### config.mk
export PLATFORM = sky130hd
export DESIGN_NAME = uart_core
export DESIGN_NICKNAME = d
export VERILOG_FILES = /design/src/rtl/uart_core.sv
export SDC_FILE = /design/constraint.sdc
export NUM_CORES = 1
export LEC_CHECK = 0
export ABC_AREA = 1
export CORE_MARGIN = 1.5
export CORE_UTILIZATION = 50
export DETAILED_ROUTE_END_ITERATION = 7
export PLACE_DENSITY = 0.8
export SYNTH_ARGS = -nofsm -noshare
export SYNTH_HDL_FRONTEND = slang
export SYNTH_SLANG_ARGS = --single-unit
### constraint.sdc
create_clock -name clk -period 3.4 [get_ports clk]
set_clock_uncertainty 0.2 [all_clocks]
set_input_delay 0.34 -clock clk [delete_from_list [all_inputs] [get_ports clk]]
set_output_delay 0.34 -clock clk [all_outputs]
set_load 0.005 [all_outputs]
### src/rtl/uart_core.sv
// Full-duplex UART core: 5..8 data bits, 1/2 stop bits, 16x-oversampled receiver with glitch rejection.
// Define UART_PARITY_EN to add a parity bit (even, or odd when PARITY_ODD=1).
module uart_core #(
  parameter int DATA_BITS  = 8,
  parameter int STOP_BITS  = 1,
  parameter int PARITY_ODD = 0,
  parameter int DIV_WIDTH  = 16
) (
  input  logic                 clk,
  input  logic                 rst_n,
  input  logic [DIV_WIDTH-1:0] baud_div,
  input  logic [DATA_BITS-1:0] tx_data,
  input  logic                 tx_valid,
  output logic                 tx_ready,
  output logic                 tx,
  input  logic                 rx,
  output logic [DATA_BITS-1:0] rx_data,
  output logic                 rx_valid,
  input  logic                 rx_ready,
  output logic                 rx_frame_err,
  output logic                 rx_parity_err,
  output logic                 rx_overrun
);

  typedef enum logic [2:0] {
    IDLE   = 3'd0,
    START  = 3'd1,
    DATA   = 3'd2,
`ifdef UART_PARITY_EN
    PARITY = 3'd3,
`endif
    STOP   = 3'd4
  } state_t;

  localparam logic [2:0] LAST_DATA = 3'(DATA_BITS - 1);
  localparam logic [2:0] LAST_STOP = 3'(STOP_BITS - 1);
  localparam logic       PAR_ODD   = 1'(PARITY_ODD);

  logic [DIV_WIDTH-1:0] div_m1;
  assign div_m1 = (baud_div == '0) ? '0 : baud_div - 1'b1;

  // ---------------- transmitter ----------------
  state_t               tx_state, tx_state_n;
  logic [DIV_WIDTH-1:0] tx_cnt;
  logic [3:0]           tx_sub;
  logic [2:0]           tx_bit;
  logic [DATA_BITS-1:0] tx_shift;
  logic                 tx_tick, tx_end, tx_go;
`ifdef UART_PARITY_EN
  logic                 tx_par;
`endif

  assign tx_go   = tx_valid && tx_ready;
  assign tx_tick = (tx_cnt >= div_m1);
  assign tx_end  = tx_tick && (tx_sub == 4'd15);

  always_ff @(posedge clk or negedge rst_n) begin
    if (!rst_n) tx_state <= IDLE;
    else        tx_state <= tx_state_n;
  end

  always_comb begin
    tx_state_n = tx_state;
    tx_ready   = 1'b0;
    tx         = 1'b1;
    case (tx_state)
      IDLE: begin
        tx_ready = 1'b1;
        if (tx_valid) tx_state_n = START;
      end
      START: begin
        tx = 1'b0;
        if (tx_end) tx_state_n = DATA;
      end
      DATA: begin
        tx = tx_shift[0];
        if (tx_end && tx_bit == LAST_DATA)
`ifdef UART_PARITY_EN
          tx_state_n = PARITY;
`else
          tx_state_n = STOP;
`endif
      end
`ifdef UART_PARITY_EN
      PARITY: begin
        tx = tx_par;
        if (tx_end) tx_state_n = STOP;
      end
`endif
      STOP: begin
        if (tx_end && tx_bit == LAST_STOP) tx_state_n = IDLE;
      end
      default: tx_state_n = IDLE;
    endcase
  end

  // Prescaler and counters idle at zero so a new frame starts on a fresh bit boundary.
  always_ff @(posedge clk or negedge rst_n) begin
    if (!rst_n) begin
      tx_cnt <= '0;
      tx_sub <= '0;
      tx_bit <= '0;
    end else if (tx_state == IDLE) begin
      tx_cnt <= '0;
      tx_sub <= '0;
      tx_bit <= '0;
    end else if (tx_tick) begin
      tx_cnt <= '0;
      tx_sub <= tx_sub + 4'd1;
      if (tx_end) tx_bit <= (tx_state_n != tx_state) ? 3'd0 : tx_bit + 3'd1;
    end else begin
      tx_cnt <= tx_cnt + 1'b1;
    end
  end

  always_ff @(posedge clk) begin
    if (tx_go)                          tx_shift <= tx_data;
    else if (tx_state == DATA && tx_end) tx_shift <= tx_shift >> 1;
  end

`ifdef UART_PARITY_EN
  always_ff @(posedge clk) begin
    if (tx_go) tx_par <= (^tx_data) ^ PAR_ODD;
  end
`endif

  // ---------------- receiver ----------------
  state_t               rx_state, rx_state_n;
  logic [1:0]           rx_sync;
  logic                 rx_s;
  logic [DIV_WIDTH-1:0] rx_cnt;
  logic [3:0]           rx_sub;
  logic [2:0]           rx_bit;
  logic [DATA_BITS-1:0] rx_shift;
  logic                 rx_tick, rx_half, rx_mid, rx_done, rx_hs;

  always_ff @(posedge clk or negedge rst_n) begin
    if (!rst_n) rx_sync <= 2'b11;
    else        rx_sync <= {rx_sync[0], rx};
  end
  assign rx_s = rx_sync[1];

  always_ff @(posedge clk or negedge rst_n) begin
    if (!rst_n)       rx_cnt <= '0;
    else if (rx_tick) rx_cnt <= '0;
    else              rx_cnt <= rx_cnt + 1'b1;
  end

  assign rx_tick = (rx_cnt >= div_m1);
  assign rx_half = rx_tick && (rx_sub == 4'd7);
  assign rx_mid  = rx_tick && (rx_sub == 4'd15);
  assign rx_hs   = rx_valid && rx_ready;

  always_ff @(posedge clk or negedge rst_n) begin
    if (!rst_n) rx_state <= IDLE;
    else        rx_state <= rx_state_n;
  end

  always_comb begin
    rx_state_n = rx_state;
    rx_done    = 1'b0;
    case (rx_state)
      IDLE:  if (!rx_s) rx_state_n = START;
      // A line that is high again at mid start bit was a glitch.
      START: if (rx_half) rx_state_n = rx_s ? IDLE : DATA;
      DATA: begin
        if (rx_mid && rx_bit == LAST_DATA)
`ifdef UART_PARITY_EN
          rx_state_n = PARITY;
`else
          rx_state_n = STOP;
`endif
      end
`ifdef UART_PARITY_EN
      PARITY: if (rx_mid) rx_state_n = STOP;
`endif
      STOP: begin
        if (rx_mid) begin
          rx_done    = 1'b1;
          rx_state_n = IDLE;
        end
      end
      default: rx_state_n = IDLE;
    endcase
  end

  always_ff @(posedge clk or negedge rst_n) begin
    if (!rst_n) begin
      rx_sub <= '0;
      rx_bit <= '0;
    end else if (rx_state_n != rx_state) begin
      rx_sub <= '0;
      rx_bit <= '0;
    end else if (rx_tick) begin
      rx_sub <= rx_sub + 4'd1;
      if (rx_mid) rx_bit <= rx_bit + 3'd1;
    end
  end

  always_ff @(posedge clk) begin
    if (rx_state == DATA && rx_mid) rx_shift <= {rx_s, rx_shift[DATA_BITS-1:1]};
  end

`ifdef UART_PARITY_EN
  logic rx_par_bit;
  always_ff @(posedge clk) begin
    if (rx_state == PARITY && rx_mid) rx_par_bit <= rx_s;
  end

  always_ff @(posedge clk or negedge rst_n) begin
    if (!rst_n)                           rx_parity_err <= 1'b0;
    else if (rx_done && (!rx_valid || rx_hs)) rx_parity_err <= (^rx_shift) ^ rx_par_bit ^ PAR_ODD;
  end
`else
  // PARITY_ODD has no effect without parity; the AND keeps the flag constant 0.
  assign rx_parity_err = 1'b0 & PAR_ODD;
`endif

  // A completed byte lands only if the holding register is free or being emptied now.
  always_ff @(posedge clk or negedge rst_n) begin
    if (!rst_n) begin
      rx_data      <= '0;
      rx_valid     <= 1'b0;
      rx_frame_err <= 1'b0;
      rx_overrun   <= 1'b0;
    end else begin
      if (rx_done && (!rx_valid || rx_hs)) begin
        rx_data      <= rx_shift;
        rx_frame_err <= !rx_s;
        rx_valid     <= 1'b1;
      end else if (rx_hs) begin
        rx_valid <= 1'b0;
      end
      if (rx_done && rx_valid && !rx_hs) rx_overrun <= 1'b1;
      else if (rx_hs)                    rx_overrun <= 1'b0;
    end
  end

endmodule

==> flow_summary.ini, run 1 <==
[grt]
grt_util_met1_pct = 27.49
use_met3_pct = 4.949
grt_max_degree = 41
grt_pass1_vias = 4184
grt-ovfl-total = 0
grt.met2_usage_pct = 38.92
grt_pass1_wl_um = 18490
gr-usage-all-layers_pct = 22.35
antenna_found_initial = 0
grt.busiest_layer = met2

[final_layout]
final_common_cell = nand2_1
synthToLayoutAreaGrowth_pct = 26.31
drive_above_1_share_pct = 21.21
multi_input_area_sq_mm = 0.002696
diodes = 0
seq_area_sq_mm = 0.002110
stdcell_area_sq_mm = 0.006289
layout.nets = 760
fill_cells = 765
final_cell_mix = nand2_1, inv_1, dfrtp_1

[synth]
yosysUniqueCellTypes = 44
avgSynthCellArea_sq_um = 8.467
netlist_instances = 588
syn-num-nets = 660
synthesis.area_sq_mm = 0.004979
ys_warn_count = 0
synth_seq_cells = 81
synth_seq_area_share_pct = 42.37

[detailed_routing]
wire_per_inst_um = 13.88
via_per_inst = 5.301
final_antenna_net_count = 0
dr.pass1.iters = 4
routed_wl_um = 11460
drc = 0
vias = 4379
drtIter0Drc = 170

[place]
port_buffers = 41
dp_slack_ns = -0.4029
gp_congestion = 0.9876
post-dp-hpwl_um = 8579
place_area_sq_mm = 0.005904

[clock_tree]
clockBufferDepth = 2
ctsRootBufferMaster = clkbuf_8
cts_tree = yes
cts_made_buffers = 9
htreeDepth = 3
cts_sinks = 81
clkTransAtPathRegs_ns = 0.09
clock_latency_ns = 0.38

[floorplan]
initial_core_util_pct = 51.17
core-area_sq_mm = 0.009729
floorplan.io_pins = 43
dieHeight_um = 102.8
die_area_sq_mm = 0.01056
die_w_um = 102.8
rows = 36

[timing]
layout_setup_ws_ns = 0.05063
fmax_mhz = 298.6
hold_violations = 0
hold_slack_ns = 0.1644
slew_viol_final = 0
worstMarginPinSlew_ns = 0.8871
slew_headroom_pct = 40.86
fin_crit_sh_pct = 98.51
period_needed_ns = 3.349
setup_violations = 0

[run]
cap_violations = 0

[setup_path]
worst_setup_path_start_kind = input pin
path_class = input pin to register
crit_required_ns = 3.50
slowest_stage = clkdlybuf4s50_1
critPathCaptureType = register
ff2ff_path_depth = 11
crit_path_cell_trace = clkdlybuf4s50_1 > nor2_2 > inv_2 > nor2_4 > nand3_4 > o41ai_1 > o21ai_0 > nand2_1 > ha_1 > nand2_1 > inv_1 > o21bai_1 > a21oi_1 > nor2_2 > nand2_4 > buf_4 > nand3_2 > nand2_2 > nand2_2 > nand3_4 > nor2_1
worstPathMaxFanout = 7
rrSetupSlack_ns = 1.03
cpPeakStageDelay_ns = 0.44
critPathArrivalTime_ns = 3.45

[hold_path]
min_delay_path_depth = 1
worstHoldPathType = input pin to register

[status]
status = finished, final reports clean

[pwr]
power.leakage_nw = 3.068
powerDensity_mw_per_mm2 = 435.6
total_power_mw = 2.739
vdd_drop_max_v = 0.0002640
power by group:
group | internal, mW | switching (mW)
clock network | 0.414 | 0.379
logic | 0.310 | 0.377
registers | 1.11 | 0.148
final cells by class:
| cell class | instances | share of cell area [%] |
|---|---|---|
| clock buffer | 9 | 1.970 |
| clock inverter | 7 | 1.492 |
| inverter | 76 | 4.536 |
| multi-input combinational | 426 | 42.88 |
| sequential | 81 | 33.55 |
| tap | 133 | 2.646 |
| timing repair buffer | 94 | 12.93 |
cells by family after synthesis:
logic type               share of synthesized area, %
AO/OA/AOI/OAI                                   6.685
XOR/XNOR                                        2.991
adder cells (fa/ha/maj)                         10.81
buffers and inverters                           6.459
flip-flops                                      42.37
multiplexers                                    1.583
other                                         0.07532
AND/OR/NAND/NOR                                 29.03
cells in the mapped netlist, drive strengths merged:
cell type  instances  area share (%)
a22oi              1            0.15
a21o               1            0.15
nor4               7             1.0
nor3              19             2.0
o21bai             4            0.60
nand3b             2            0.30
o21ai             16             1.7
o211ai             1            0.15
xor2              13             2.3
nor3b              8             1.4
buf                5            0.73
and3               1            0.13
a21oi             31             3.1
o41ai              2            0.35
o31ai              2            0.30
edfxtp            16             9.7
nor2              69             6.5
and2               1            0.13
or2                4            0.50
dfstp              2             1.1
inv               76             5.7
nand2            134              11
mux2               7             1.6
nand3             39             4.3
xnor2              4            0.70
conb               1           0.075
ha                43              11
nand4             15             1.9
dfrtp             63              32
a31o               1            0.18
worst max-delay path: cells and delay by family:
family	cells	cell delay (ns)
simple gates	12	1.37
buf+inv	4	0.72
fa+ha+maj	1	0.27
compound gates	4	0.76
sequential cells by signal (all words and copies together), names as in the netlist:
| name | count |
|---|---|
| rx_cnt | 16 |
| tx_cnt | 16 |
| rx_data | 8 |
| rx_shift | 8 |
| tx_shift | 8 |
| rx_sub | 4 |
| tx_sub | 4 |
| rx_bit | 3 |
| rx_state | 3 |
| tx_bit | 3 |
| tx_state | 3 |
| rx_sync | 2 |
| rx_frame_err | 1 |
| rx_overrun | 1 |
| rx_valid | 1 |
layer usage:
| layer | share of wire [%] | wire length, um | up-vias |
|---|---|---|---|
| met5 | 0 | 0 | - |
| met3 | 3.4 | 391 | 31 |
| met4 | 2.7 | 308 | 0 |
| met2 | 51 | 5809 | 85 |
| li1 | - | - | 2150 |
| met1 | 43 | 4952 | 2113 |
final timing paths:
path,start,end
min in group asynchronous,rst_n,rx_state[1]
max,baud_div[3],rx_sub[1]
max in group asynchronous,rst_n,tx_cnt[0]
min,rx,rx_sync[0]
max reg2reg,rx_cnt[7],rx_shift[0]
min reg2reg,rx_sync[0],rx_sync[1]
timing repair:
action,CTS,global route
hold buffers,1,0
setup buffers,0,2
hold endpoints to repair,37,0
endpoints found under the setup margin,25,68
gates resized for setup,3,37
pin swaps,0,6
stage by stage:
stage | instances | util, % | TNS [ns]
final | 826 | 64.63 | 0
after detailed placement | 807 | 60.69 | -18.12
after CTS | 824 | 63.13 | 0
after floorplan | 588 | - | 0
after global placement | 807 | 60.69 | -10.25
after global routing | 826 | 64.63 | -3.083
Power figures use the tool's default switching activity.
==> run 2: changes to the inputs <==
--- a/config.mk
+++ b/config.mk
@@ -6,7 +6,7 @@
 export NUM_CORES = 1
 export LEC_CHECK = 0
 export ABC_AREA = 1
-export CORE_MARGIN = 1.5
+export CORE_MARGIN = 1
 export CORE_UTILIZATION = 50
 export DETAILED_ROUTE_END_ITERATION = 7
 export PLACE_DENSITY = 0.8
==> flow_summary.ini, run 2 (synthesis gave the netlist of run 1 again) <==
[final_layout]
final_cell_mix = nand2_1, inv_1, dfrtp_1
stdcell_area_sq_mm = 0.006350
final_common_cell = nand2_1
fill_cells = 765
layout.nets = 758
synthToLayoutAreaGrowth_pct = 27.54
drive_above_1_share_pct = 22.14
final_util_pct = 65.26
fin_cells = 824
diodes = 0
top_regs = rx_cnt x16, tx_cnt x16

[clock_tree]
ctsRootBufferMaster = clkbuf_8
clkTransAtPathRegs_ns = 0.10
cts_sinks = 81
postCtsHoldBufs = 0
htreeDepth = 3
clockBufferDepth = 2
cts_tree = yes
clock_latency_ns = 0.37
cts_made_buffers = 9

[pwr]
vdd_drop_max_v = 0.0002435
total_power_mw = 2.648
power.leakage_nw = 3.101
powerDensity_mw_per_mm2 = 417.0

[floorplan]
die_w_um = 101.8
initial_core_util_pct = 51.17
die_area_sq_mm = 0.01036
floorplan.io_pins = 43
core-area_sq_mm = 0.009729
rows = 36
dieHeight_um = 101.8

[setup_path]
r2r-start = rx_cnt[11]
path_class = input pin to register
rrSetupSlack_ns = 1.09
worstPathMaxFanout = 7
critPathArrivalTime_ns = 3.40
cpPeakStageDelay_ns = 0.42
crit_required_ns = 3.50
ff2ff_path_depth = 11
crit_path_cell_trace = clkdlybuf4s50_1 > inv_1 > buf_4 > ha_1 > nand2_1 > nor3_1 > nand3_2 > o21ai_0 > a21o_1 > ha_1 > nand4_1 > a21oi_2 > nor2_2 > nand2_4 > buf_4 > nand4_1 > buf_4 > nand3_4 > nor2_1
cp_common_cell = buf_4
r2r_end = rx_sub[1]
worst_setup_path_start_kind = input pin
critPathCaptureType = register
slowest_stage = clkdlybuf4s50_1

[timing]
fin_crit_sh_pct = 97.20
rsz0062_at_grt = yes
slew_viol_final = 0
setup_violations = 0
fmax_mhz = 302.6
worstMarginPinSlew_ns = 1.160
slew_headroom_pct = 22.68
layout_setup_ws_ns = 0.09536
hold_slack_ns = -0.009016
tns_ns = 0
hold_violations = 8
period_needed_ns = 3.305

[detailed_routing]
drc = 0
vias = 4365
dr.pass1.iters = 7
final_antenna_net_count = 0
wire_per_inst_um = 13.62
routed_wl_um = 11220
drtIter0Drc = 196
via_per_inst = 5.297

[place]
dp_slack_ns = -0.3667
place_area_sq_mm = 0.005894
dpl.cell_count = 804
gp_congestion = 0.9667
port_buffers = 41
post-dp-hpwl_um = 8250

[grt]
antenna_found_initial = 0
gr-usage-all-layers_pct = 22.34
grt-ovfl-total = 0
grt_max_degree = 51
grt_pass1_wl_um = 18100
grt_pass1_vias = 4118

[hold_path]
worstHoldPathType = input pin to asynchronous set/reset pin

[run]
cap_violations = 0

[status]
violations = negative hold slack
status = finished with violations
## run 2: layout make-up
| cell class | instances | area [sq um] | area share, % |
|---|---|---|---|
| multi-input cells | 426 | 2764 | 43.53 |
| flip-flops and latches | 81 | 2110 | 33.22 |
| repair buffers | 92 | 818.3 | 12.89 |
| inverters | 76 | 285.3 | 4.493 |
| well taps | 133 | 166.4 | 2.621 |
| clock buffers | 10 | 148.9 | 2.345 |
| clock inverters | 6 | 57.56 | 0.9064 |
## run 2: what timing repair did
item,in CTS,in global routing
gates resized for setup,0,50
setup buffers,0,4
setup endpoints to repair,0,73
## run 2: critical path, delay by kind of cell
kind / cells / cell delay [ns]
fa+ha+maj: 2 / 0.47
buf+inv: 5 / 0.94
compound gates: 3 / 0.35
simple gates: 9 / 1.31
## run 2: worst max path at each step
stage | from | endpoint | slack (ns) | depth (start not counted)
after CTS | baud_div[3] | rx_sub[3] | 0.01 | 22
final | baud_div[0] | rx_sub[1] | 0.1 | 19
after detailed placement | baud_div[3] | rx_sub[3] | -0.37 | 22
after global placement | baud_div[3] | rx_shift[7] | -0.34 | 17
after floorplan | baud_div[0] | tx_shift[0] | 0.02 | 17
after global routing | baud_div[0] | rx_sub[1] | -0.11 | 19
## run 2: power by group
group / leakage [nW] / switching [mW] / internal [mW]
Sequential: 1.01 / 0.141 / 1.11
Clock: 0.0978 / 0.392 / 0.323
Combinational: 2.00 / 0.371 / 0.307
## run 2: metal layers
layer / track usage [%] / vias to the layer above / share of wire, %
li1: - / 2158 / -
met1: 28.95 / 2091 / 44
met2: 37.47 / 90 / 51
met3: 2.484 / 26 / 2.8
met4: 10.48 / 0 / 2.2
met5: 0 / - / 0
